==> src/rtl/mastermind_pkg.sv <==
// +--------------------------------------------------------------------+
// | mastermind_pkg : shared types and constants for the guess scorer   |
// | Rev 1.0                                                            |
// +--------------------------------------------------------------------+
`default_nettype none

package mastermind_pkg;

  localparam int NUM_PEGS_DEF    = 4;
  localparam int COLOR_BITS_DEF  = 3;
  localparam int MAX_GUESSES_DEF = 10;

  typedef logic [COLOR_BITS_DEF-1:0] color_t;

  typedef enum logic [2:0] {
    IDLE   = 3'd0,
    SCAN   = 3'd1,
    TALLY  = 3'd2,
    REPORT = 3'd3,
    OVER   = 3'd4
  } state_t;

  function automatic color_t peg_at(input logic [NUM_PEGS_DEF*COLOR_BITS_DEF-1:0] code,
                                    input int idx);
    return code[idx*COLOR_BITS_DEF +: COLOR_BITS_DEF];
  endfunction

endpackage

`default_nettype wire

==> src/rtl/color_histogram.sv <==
// +--------------------------------------------------------------------+
// | color_histogram : one counter per colour with clear/inc/read       |
// | Rev 1.0                                                            |
// +--------------------------------------------------------------------+
`default_nettype none

module color_histogram #(
  parameter int COLOR_BITS = 3,
  parameter int CNT_W      = 3
) (
  input  logic                  clk,
  input  logic                  rst,
  input  logic                  clear,
  input  logic                  inc,
  input  logic [COLOR_BITS-1:0] inc_color,
  input  logic [COLOR_BITS-1:0] rd_color,
  output logic [CNT_W-1:0]      rd_count
);

  localparam int NUM_COLORS = 1 << COLOR_BITS;

  logic [CNT_W-1:0] counts [NUM_COLORS];

  for (genvar c = 0; c < NUM_COLORS; c++) begin : g_cnt
    logic [CNT_W-1:0] cnt_q;
    logic [CNT_W-1:0] cnt_d;

    always_comb begin
      cnt_d = cnt_q;
      if (clear) begin
        cnt_d = '0;
      end else if (inc && (inc_color == COLOR_BITS'(c))) begin
        cnt_d = cnt_q + CNT_W'(1);
      end
    end

    always_ff @(posedge clk) begin
      if (rst) begin
        cnt_q <= '0;
      end else begin
        cnt_q <= cnt_d;
      end
    end

    assign counts[c] = cnt_q;
  end

  assign rd_count = counts[rd_color];

endmodule

`default_nettype wire

==> src/rtl/guess_scorer.sv <==
// +--------------------------------------------------------------------+
// | guess_scorer : Mastermind exact/partial scoring with game tracking |
// | Rev 1.0                                                            |
// +--------------------------------------------------------------------+
`default_nettype none

module guess_scorer
  import mastermind_pkg::*;
#(
  parameter int NUM_PEGS    = NUM_PEGS_DEF,
  parameter int COLOR_BITS  = COLOR_BITS_DEF,
  parameter int MAX_GUESSES = MAX_GUESSES_DEF
) (
  input  logic                             clk,
  input  logic                             Reset,
  input  logic                             new_game,
  input  logic [NUM_PEGS*COLOR_BITS-1:0]   secret,
  input  logic                             submit,
  input  logic [NUM_PEGS*COLOR_BITS-1:0]   guess,
  output logic                             busy,
  output logic                             score_valid,
  output logic [$clog2(NUM_PEGS+1)-1:0]    exact,
  output logic [$clog2(NUM_PEGS+1)-1:0]    partial,
  output logic                             won,
  output logic                             lost,
  output logic                             game_over,
  output logic [$clog2(MAX_GUESSES+1)-1:0] guesses_used
);

  localparam int NUM_COLORS = 1 << COLOR_BITS;
  localparam int CODE_W     = NUM_PEGS * COLOR_BITS;
  localparam int CNT_W      = $clog2(NUM_PEGS + 1);
  localparam int GU_W       = $clog2(MAX_GUESSES + 1);
  localparam int IDX_W      = (NUM_PEGS > 1) ? $clog2(NUM_PEGS) : 1;

  state_t                  state_q, state_d;
  logic [CODE_W-1:0]       secret_q, secret_d;
  logic [CODE_W-1:0]       guess_q, guess_d;
  logic [IDX_W-1:0]        scan_idx_q, scan_idx_d;
  logic [COLOR_BITS-1:0]   tally_idx_q, tally_idx_d;
  logic [CNT_W-1:0]        exact_acc_q, exact_acc_d;
  logic [CNT_W-1:0]        partial_acc_q, partial_acc_d;
  logic                    busy_q, busy_d;
  logic                    score_valid_q, score_valid_d;
  logic [CNT_W-1:0]        exact_q, exact_d;
  logic [CNT_W-1:0]        partial_q, partial_d;
  logic                    won_q, won_d;
  logic                    lost_q, lost_d;
  logic                    game_over_q, game_over_d;
  logic [GU_W-1:0]         guesses_used_q, guesses_used_d;

  logic                    hist_clear;
  logic                    hist_inc;
  logic [COLOR_BITS-1:0]   sec_peg;
  logic [COLOR_BITS-1:0]   gs_peg;
  logic [CNT_W-1:0]        sec_cnt;
  logic [CNT_W-1:0]        gs_cnt;
  logic [CNT_W-1:0]        min_cnt;
  logic [GU_W-1:0]         used_next;

  assign sec_peg   = secret_q[int'(scan_idx_q)*COLOR_BITS +: COLOR_BITS];
  assign gs_peg    = guess_q[int'(scan_idx_q)*COLOR_BITS +: COLOR_BITS];
  assign min_cnt   = (sec_cnt < gs_cnt) ? sec_cnt : gs_cnt;
  assign used_next = guesses_used_q + GU_W'(1);

  color_histogram #(.COLOR_BITS(COLOR_BITS), .CNT_W(CNT_W)) u_sec_hist (
    .clk       (clk),
    .rst       (Reset),
    .clear     (hist_clear),
    .inc       (hist_inc),
    .inc_color (sec_peg),
    .rd_color  (tally_idx_q),
    .rd_count  (sec_cnt)
  );

  color_histogram #(.COLOR_BITS(COLOR_BITS), .CNT_W(CNT_W)) u_gs_hist (
    .clk       (clk),
    .rst       (Reset),
    .clear     (hist_clear),
    .inc       (hist_inc),
    .inc_color (gs_peg),
    .rd_color  (tally_idx_q),
    .rd_count  (gs_cnt)
  );

  always_comb begin
    state_d        = state_q;
    secret_d       = secret_q;
    guess_d        = guess_q;
    scan_idx_d     = scan_idx_q;
    tally_idx_d    = tally_idx_q;
    exact_acc_d    = exact_acc_q;
    partial_acc_d  = partial_acc_q;
    exact_d        = exact_q;
    partial_d      = partial_q;
    game_over_d    = game_over_q;
    guesses_used_d = guesses_used_q;
    score_valid_d  = 1'b0;
    won_d          = 1'b0;
    lost_d         = 1'b0;
    hist_clear     = 1'b0;
    hist_inc       = 1'b0;

    if (new_game) begin
      secret_d       = secret;
      guesses_used_d = '0;
      game_over_d    = 1'b0;
      state_d        = IDLE;
    end else begin
      case (state_q)
        IDLE: begin
          if (submit) begin
            guess_d       = guess;
            exact_acc_d   = '0;
            partial_acc_d = '0;
            hist_clear    = 1'b1;
            scan_idx_d    = '0;
            state_d       = SCAN;
          end
        end
        SCAN: begin
          // Only unmatched pegs feed the histograms, so TALLY yields partials directly.
          if (sec_peg == gs_peg) begin
            exact_acc_d = exact_acc_q + CNT_W'(1);
          end else begin
            hist_inc = 1'b1;
          end
          if (scan_idx_q == IDX_W'(NUM_PEGS - 1)) begin
            tally_idx_d = '0;
            state_d     = TALLY;
          end else begin
            scan_idx_d = scan_idx_q + IDX_W'(1);
          end
        end
        TALLY: begin
          partial_acc_d = partial_acc_q + min_cnt;
          if (tally_idx_q == COLOR_BITS'(NUM_COLORS - 1)) begin
            state_d = REPORT;
          end else begin
            tally_idx_d = tally_idx_q + COLOR_BITS'(1);
          end
        end
        REPORT: begin
          exact_d        = exact_acc_q;
          partial_d      = partial_acc_q;
          score_valid_d  = 1'b1;
          guesses_used_d = used_next;
          if (exact_acc_q == CNT_W'(NUM_PEGS)) begin
            won_d = 1'b1;
          end else if (used_next == GU_W'(MAX_GUESSES)) begin
            lost_d = 1'b1;
          end
          if (won_d || lost_d) begin
            game_over_d = 1'b1;
            state_d     = OVER;
          end else begin
            state_d = IDLE;
          end
        end
        OVER: begin
          state_d = OVER;
        end
        default: begin
          state_d = IDLE;
        end
      endcase
    end

    // Busy spans the score_valid cycle so it drops one cycle after the result.
    busy_d = (state_d == SCAN) || (state_d == TALLY) || (state_d == REPORT) || score_valid_d;
  end

  always_ff @(posedge clk) begin
    if (Reset) begin
      state_q        <= IDLE;
      secret_q       <= '0;
      guess_q        <= '0;
      scan_idx_q     <= '0;
      tally_idx_q    <= '0;
      exact_acc_q    <= '0;
      partial_acc_q  <= '0;
      busy_q         <= 1'b0;
      score_valid_q  <= 1'b0;
      exact_q        <= '0;
      partial_q      <= '0;
      won_q          <= 1'b0;
      lost_q         <= 1'b0;
      game_over_q    <= 1'b0;
      guesses_used_q <= '0;
    end else begin
      state_q        <= state_d;
      secret_q       <= secret_d;
      guess_q        <= guess_d;
      scan_idx_q     <= scan_idx_d;
      tally_idx_q    <= tally_idx_d;
      exact_acc_q    <= exact_acc_d;
      partial_acc_q  <= partial_acc_d;
      busy_q         <= busy_d;
      score_valid_q  <= score_valid_d;
      exact_q        <= exact_d;
      partial_q      <= partial_d;
      won_q          <= won_d;
      lost_q         <= lost_d;
      game_over_q    <= game_over_d;
      guesses_used_q <= guesses_used_d;
    end
  end

  assign busy         = busy_q;
  assign score_valid  = score_valid_q;
  assign exact        = exact_q;
  assign partial      = partial_q;
  assign won          = won_q;
  assign lost         = lost_q;
  assign game_over    = game_over_q;
  assign guesses_used = guesses_used_q;

endmodule

`default_nettype wire

==> config.mk <==
export PLATFORM = sky130hd
export DESIGN_NAME = guess_scorer
export DESIGN_NICKNAME = d
export VERILOG_FILES = /design/src/rtl/mastermind_pkg.sv /design/src/rtl/color_histogram.sv /design/src/rtl/guess_scorer.sv
export SDC_FILE = /design/constraint.sdc
export NUM_CORES = 1
export LEC_CHECK = 0
export CORE_MARGIN = 2
export CORE_UTILIZATION = 58
export DETAILED_ROUTE_END_ITERATION = 8
export GPL_ROUTABILITY_DRIVEN = 0
export GPL_TIMING_DRIVEN = 0
export PLACE_DENSITY_LB_ADDON = 0.12
export SLEW_MARGIN = 20
export SYNTH_ARGS = -nofsm -noshare
export SYNTH_HDL_FRONTEND = slang
export SYNTH_HIERARCHICAL = 1
export SYNTH_SLANG_ARGS = --single-unit
==> constraint.sdc <==
create_clock -name clk -period 4.2 [get_ports clk]
set_input_delay 1.26 -clock clk [delete_from_list [all_inputs] [get_ports clk]]
set_output_delay 1.26 -clock clk [all_outputs]
set_load 0.005 [all_outputs]
After elaboration in Yosys (flattened, before gate mapping) --
Index checks and enable logic that the tools add are counted.
Cells by class: add/sub/neg operators 21, multiply operators 1, order comparisons 2, eq/ne operators 31, shift operators 2, mux-type cells 38, bitwise operators 3, reductions and logical operators 36
Operator list (count):
- $add 3x1->3 const B | 18
- $mux 3 | 14
- $eq 3x3->1 const B | 11
- $shiftx 12x32->3 | 1
- $eq 3x2->1 const B | 8
- $bmux 3 s3 | 2
- $pmux 3 s2 | 3
- $logic_and 1x1->1 | 16
- $mux 1 | 15
- $pmux 3 s5 | 1
- $eq 3x1->1 const B | 4
- $reduce_and 4->1 | 3
- $shiftx 12x5->3 | 1
- $ne 2x2->1 const B | 5
- $logic_not 3->1 | 3
- $reduce_and 3->1 | 2
- $reduce_bool 2->1 | 3
- $add 4x1->4 const B | 1
- $eq 4x4->1 const B | 1
- $ge 4x4->1 const B | 1
- $logic_or 1x1->1 | 4
- $mul 2x2->4 const B | 1
- $mux 2 | 2
- $not 3->4 | 1
- 10 further kinds | 13
Word-level totals: flip-flop bits (word level) 101, word-level logic and storage cells 165

Depth between registers and ports, before layout --
depth in word-level cells 14, depth in mapped cells 14

Modules after synthesis --
The synthesis kept the hierarchy.
Modules (own cells, without submodules):
- color_histogram | times used 2, cells an instance 119, area each 1263.7 um^2
- guess_scorer | times used 1, cells an instance 264, area each 2414.8 um^2

Least setup slack after synthesis --
No wires, ideal clock.
path type register to register, from register tally_idx_q[0], to register partial_acc_q[2], library setup time 0.070 ns, arrival time 3.256 ns, required time 4.130 ns, path slack 0.873 ns, cell stages (with the launch flop) 14, buffers on the path 1, clock period less this slack 3.327 ns, cell sequence dfxtp_1 buf_6 mux4_1 mux2_2 ha_1 a21o_1 a21oi_1 mux2_2 ha_1 inv_1 fa_1 xnor2_1 or3_1 a21oi_1
Between the ends: cells in the longest elaborated chain, start to end 8, elaborated cells between the ends (all ways) 11
Ends and longest elaborated chain:
- from (decl) | line guess_scorer.sv:40 | logic [COLOR_BITS-1:0] tally_idx_q, tally_idx_d;
- from (signal assigned) | line guess_scorer.sv:195 | tally_idx_q <= tally_idx_d;
- $not 3->4 (implied by the code) (*) | line color_histogram.sv:48 | assign rd_count = counts[rd_color];
- $bmux 3 s3 (*) | line color_histogram.sv:48
- $mux 3 (implied by the code) (*) (2 in series) | line color_histogram.sv:48
- net sec_cnt[1] | line guess_scorer.sv:56 | logic [CNT_W-1:0] sec_cnt;
- $lt 3x3->1 | line guess_scorer.sv:63 | assign min_cnt = (sec_cnt < gs_cnt) ? sec_cnt : gs_cnt;
- $mux 3 (*) | line guess_scorer.sv:63
- $add 3x3->3 (*) | line guess_scorer.sv:136 | partial_acc_d = partial_acc_q + min_cnt;
- $pmux 3 s2 (*) | line guess_scorer.sv:110 | case (state_q)
- to (signal assigned) | line guess_scorer.sv:197 | partial_acc_q <= partial_acc_d;
- to (decl) | line guess_scorer.sv:42 | logic [CNT_W-1:0] partial_acc_q, partial_acc_d;
Mark *: on every way through the listed nets, which the timed path passes. The rest lies on a longest branch. The select of a mux whose other input is x is not followed. A chain may end at the register's enable or synchronous reset.

Worst setup path in the final report --
from input new_game, to register u_gs_hist.g_cnt[3].cnt_q[0]
Between the ends: cells in the longest elaborated chain, start to end 2, elaborated cells between the ends (all ways) 4
Ends and longest elaborated chain:
- from (decl) | line guess_scorer.sv:16 | input logic new_game,
- $mux 1 | line guess_scorer.sv:104 | if (new_game) begin
- net hist_clear | line guess_scorer.sv:52 | logic hist_clear;
- $reduce_or 2->1 (no source line)
- to (signal assigned) | line color_histogram.sv:41 | cnt_q <= cnt_d;
- to (decl) | line color_histogram.sv:25 | logic [CNT_W-1:0] cnt_q;
The timed path passes the listed nets, and every way through them passes these cells.

==> impl_metrics.env <==
export IMPL_grt_pass1_vias=3673
export IMPL_switchingPower_mw=0.424
export IMPL_finalSetupViolCount=0
export IMPL_num_vias=3792
export IMPL_rows=33
export IMPL_pwr_share_clk=0.352
export IMPL_overflow=0
export IMPL_p_int_mw=1.29
export IMPL_die_y_um=96.3
export IMPL_p_leak_nw=2.21
export IMPL_ys_types=42
export IMPL_yosys_area_top_type_share=0.409
export IMPL_clockBufferDepth=2
export IMPL_io_pins=43
export IMPL_slew_headroom=0.462
export IMPL_die_x_um=96.3
export IMPL_ant_nets=0
export IMPL_yosysSeqAreaShare=0.409
export IMPL_grt_pass1_wl_um=17300
export IMPL_rsz0062_at_grt="no"
export IMPL_track_usage=0.245
export IMPL_endpoint_kind="register"
export IMPL_numCtsBuffers=9
export IMPL_syn_instance_count=502
export IMPL_power_frac_seq=0.572
export IMPL_clk_latency_ns=0.37
export IMPL_critPathLaunchType="input pin"
export IMPL_cts_tree="built"
export IMPL_finalSetupTns_ns=0
export IMPL_reg2reg_slack_ns=0.56
export IMPL_synth_common_cells="dfxtp_1 (101), nor2_1 (73), nand2_1 (40)"
export IMPL_slew_viol_final=0
export IMPL_min_period_ns=3.69
export IMPL_synth_area_mm2=0.00494
export IMPL_drtPass1Iterations=4
export IMPL_nets=609
export IMPL_swShare=0.248
export IMPL_antenna_found_initial=0
export IMPL_status="completed"
export IMPL_clock_skew_ns=0.0102
export IMPL_finalHoldViolCount=0
export IMPL_syn_avg_cell_area_um2=9.85
export IMPL_cap_violations=0
export IMPL_core_mm2=0.00826
export IMPL_routed_via_density=5.71
export IMPL_synth_edff_count=0
export IMPL_drt_iter0_markers=104
export IMPL_holdBufCountCts=0
export IMPL_ys_ff_latch=101
export IMPL_cts_resized_gates=0
export IMPL_worst_pin_slew_ns=0.807
export IMPL_numPortBuffers=41
export IMPL_cp_required_ns=4.44
export IMPL_yosys_area_top_type="dfxtp_1"
export IMPL_die_area_mm2=0.00928
export IMPL_cp_max_fo=13
export IMPL_critical_path_arrival_ns=3.94
export IMPL_grt_max_degree=18
export IMPL_drc=0
export IMPL_htreeDepth=3
export IMPL_syn_num_nets=557
export IMPL_wire_per_inst_um=15.8
export IMPL_syn_to_final_growth_pct=14.9
export IMPL_powerDensity_mw_per_mm2=301
export IMPL_fmax_ghz=0.271
export IMPL_drive_above_1_share=0.0877
export IMPL_fin_crit_sh=0.879
export IMPL_rr_worst_depth=12
export IMPL_start_util=0.598
export IMPL_wirelength_um=10500
export IMPL_crit_type="in2reg"
export IMPL_cts_root_buf="clkbuf_8"
export IMPL_numClockSinks=101
export IMPL_yosysMostFrequentCell="dfxtp_1"
export IMPL_synth_main_ff_cell="dfxtp_1"
export IMPL_synthTopCellsByArea="dfxtp_1 (41%), mux2i_1 (7.3%), ha_1 (6.6%)"
export IMPL_dp_cells=648
export IMPL_cts_clk_slew_worst_paths_ns=0.10
export IMPL_peakVddDrop_mv=0.221
export IMPL_yosys_warnings=6
export IMPL_layoutNonFillerInstCount=664
export IMPL_hold_depth=2
export IMPL_dp_hpwl_um=7750
export IMPL_async_reset_ff_frac=0
export IMPL_hp_class="reg2reg"
export IMPL_combPwrFrac=0.076
export IMPL_antenna_cells=0
export IMPL_cts_setup_buffers=0
-- metal layers --
metal / GRT usage / up-vias / routed length, um
li1: - / 1878 / -
met4: 0.0681 / 0 / 100
met1: 0.310 / 1836 / 4680
met5: 0 / - / 0
met3: 0.0454 / 9 / 419
met2: 0.429 / 69 / 5270
-- kinds of logic (layout without fill, tap and decap cells) --
family	Yosys count	in the layout	share of synthesized area
buffers and inverters	49	106	0.0425
muxes	61	61	0.175
and+or+nand+nor	177	177	0.184
DFF	101	101	0.409
xor gates and xnor gates	24	24	0.0441
AOI/OAI and AO/OA	63	63	0.0747
adders and majority gates	27	27	0.0699
-- registers in the layout, indices dropped and copies added (netlist names), 4 cells and up --
signal                  count
guesses_used                4
u_gs_hist/g_cnt.cnt_q      24
guess_q                    12
u_sec_hist/g_cnt.cnt_q     24
secret_q                   12
-- final cells by class --
type                            instances  area [um^2]
Timing Repair Buffer                   41          410
Buffer                                 22          109
Tap cell                              105          131
Multi-Input combinational cell        352         2710
Clock buffer                           12          155
Sequential cell                       101         2020
Inverter                               27          101
Clock inverter                          4         37.5
Fill cell                             661         2580
-- placed cells by master (no fill, tap or decap), drive strengths merged, types with 6 or more instances in the layout --
cell           count
nand4             11
mux2i             36
nand2             40
and4bb             6
clkdlybuf4s50     41
nor3               8
mux4              18
a211o              9
mux2               7
nor2              74
dfxtp            101
or3               11
inv               31
xnor2             13
nand4b             6
clkbuf            29
xor2              11
a21oi             34
ha                26
o21ai             11
-- critical path: stages --
cell      delay [ns]
clkbuf_1        0.21
nor2_1          0.28
nand3_1         0.31
inv_1           0.28
clkbuf_1        0.52
or2_2           0.21
clkbuf_1        0.31
clkbuf_1        0.44
nor2_1          0.11
-- through the flow --
stage	total power [mW]	hold slack [ns]	setup slack [ns]	util	instance area [um^2]
after floorplan	1.07	0.432	0.873	-	4940
after CTS	1.73	0.460	0.498	0.688	5680
after detailed placement	1.13	0.439	0.117	0.665	5490
final	1.71	0.457	0.507	0.688	5680
after global placement	1.12	0.438	0.175	0.664	5480
after global routing	1.78	0.481	0.291	0.688	5680
-- power groups by stage --
stage | sequential [mW] | clock (mW) | combinational, mW
3_3_place_gp | 1.00 | 0 | 0.125
6_report | 0.978 | 0.603 | 0.129
3_5_place_dp | 1.00 | 0 | 0.129
5_1_grt | 0.980 | 0.657 | 0.141
4_1_cts | 0.978 | 0.621 | 0.129
2_1_floorplan | 0.998 | 0 | 0.0761
-- final timing paths --
check | start | to
worst max register to register | tally_idx_q[2] | partial_acc_q[2]
worst min-delay path | game_over | game_over
worst min register to register | game_over | game_over
worst max-delay path | new_game | u_gs_hist/g_cnt[3].cnt_q[0]
Note: power is estimated with default switching activity, not from simulation.
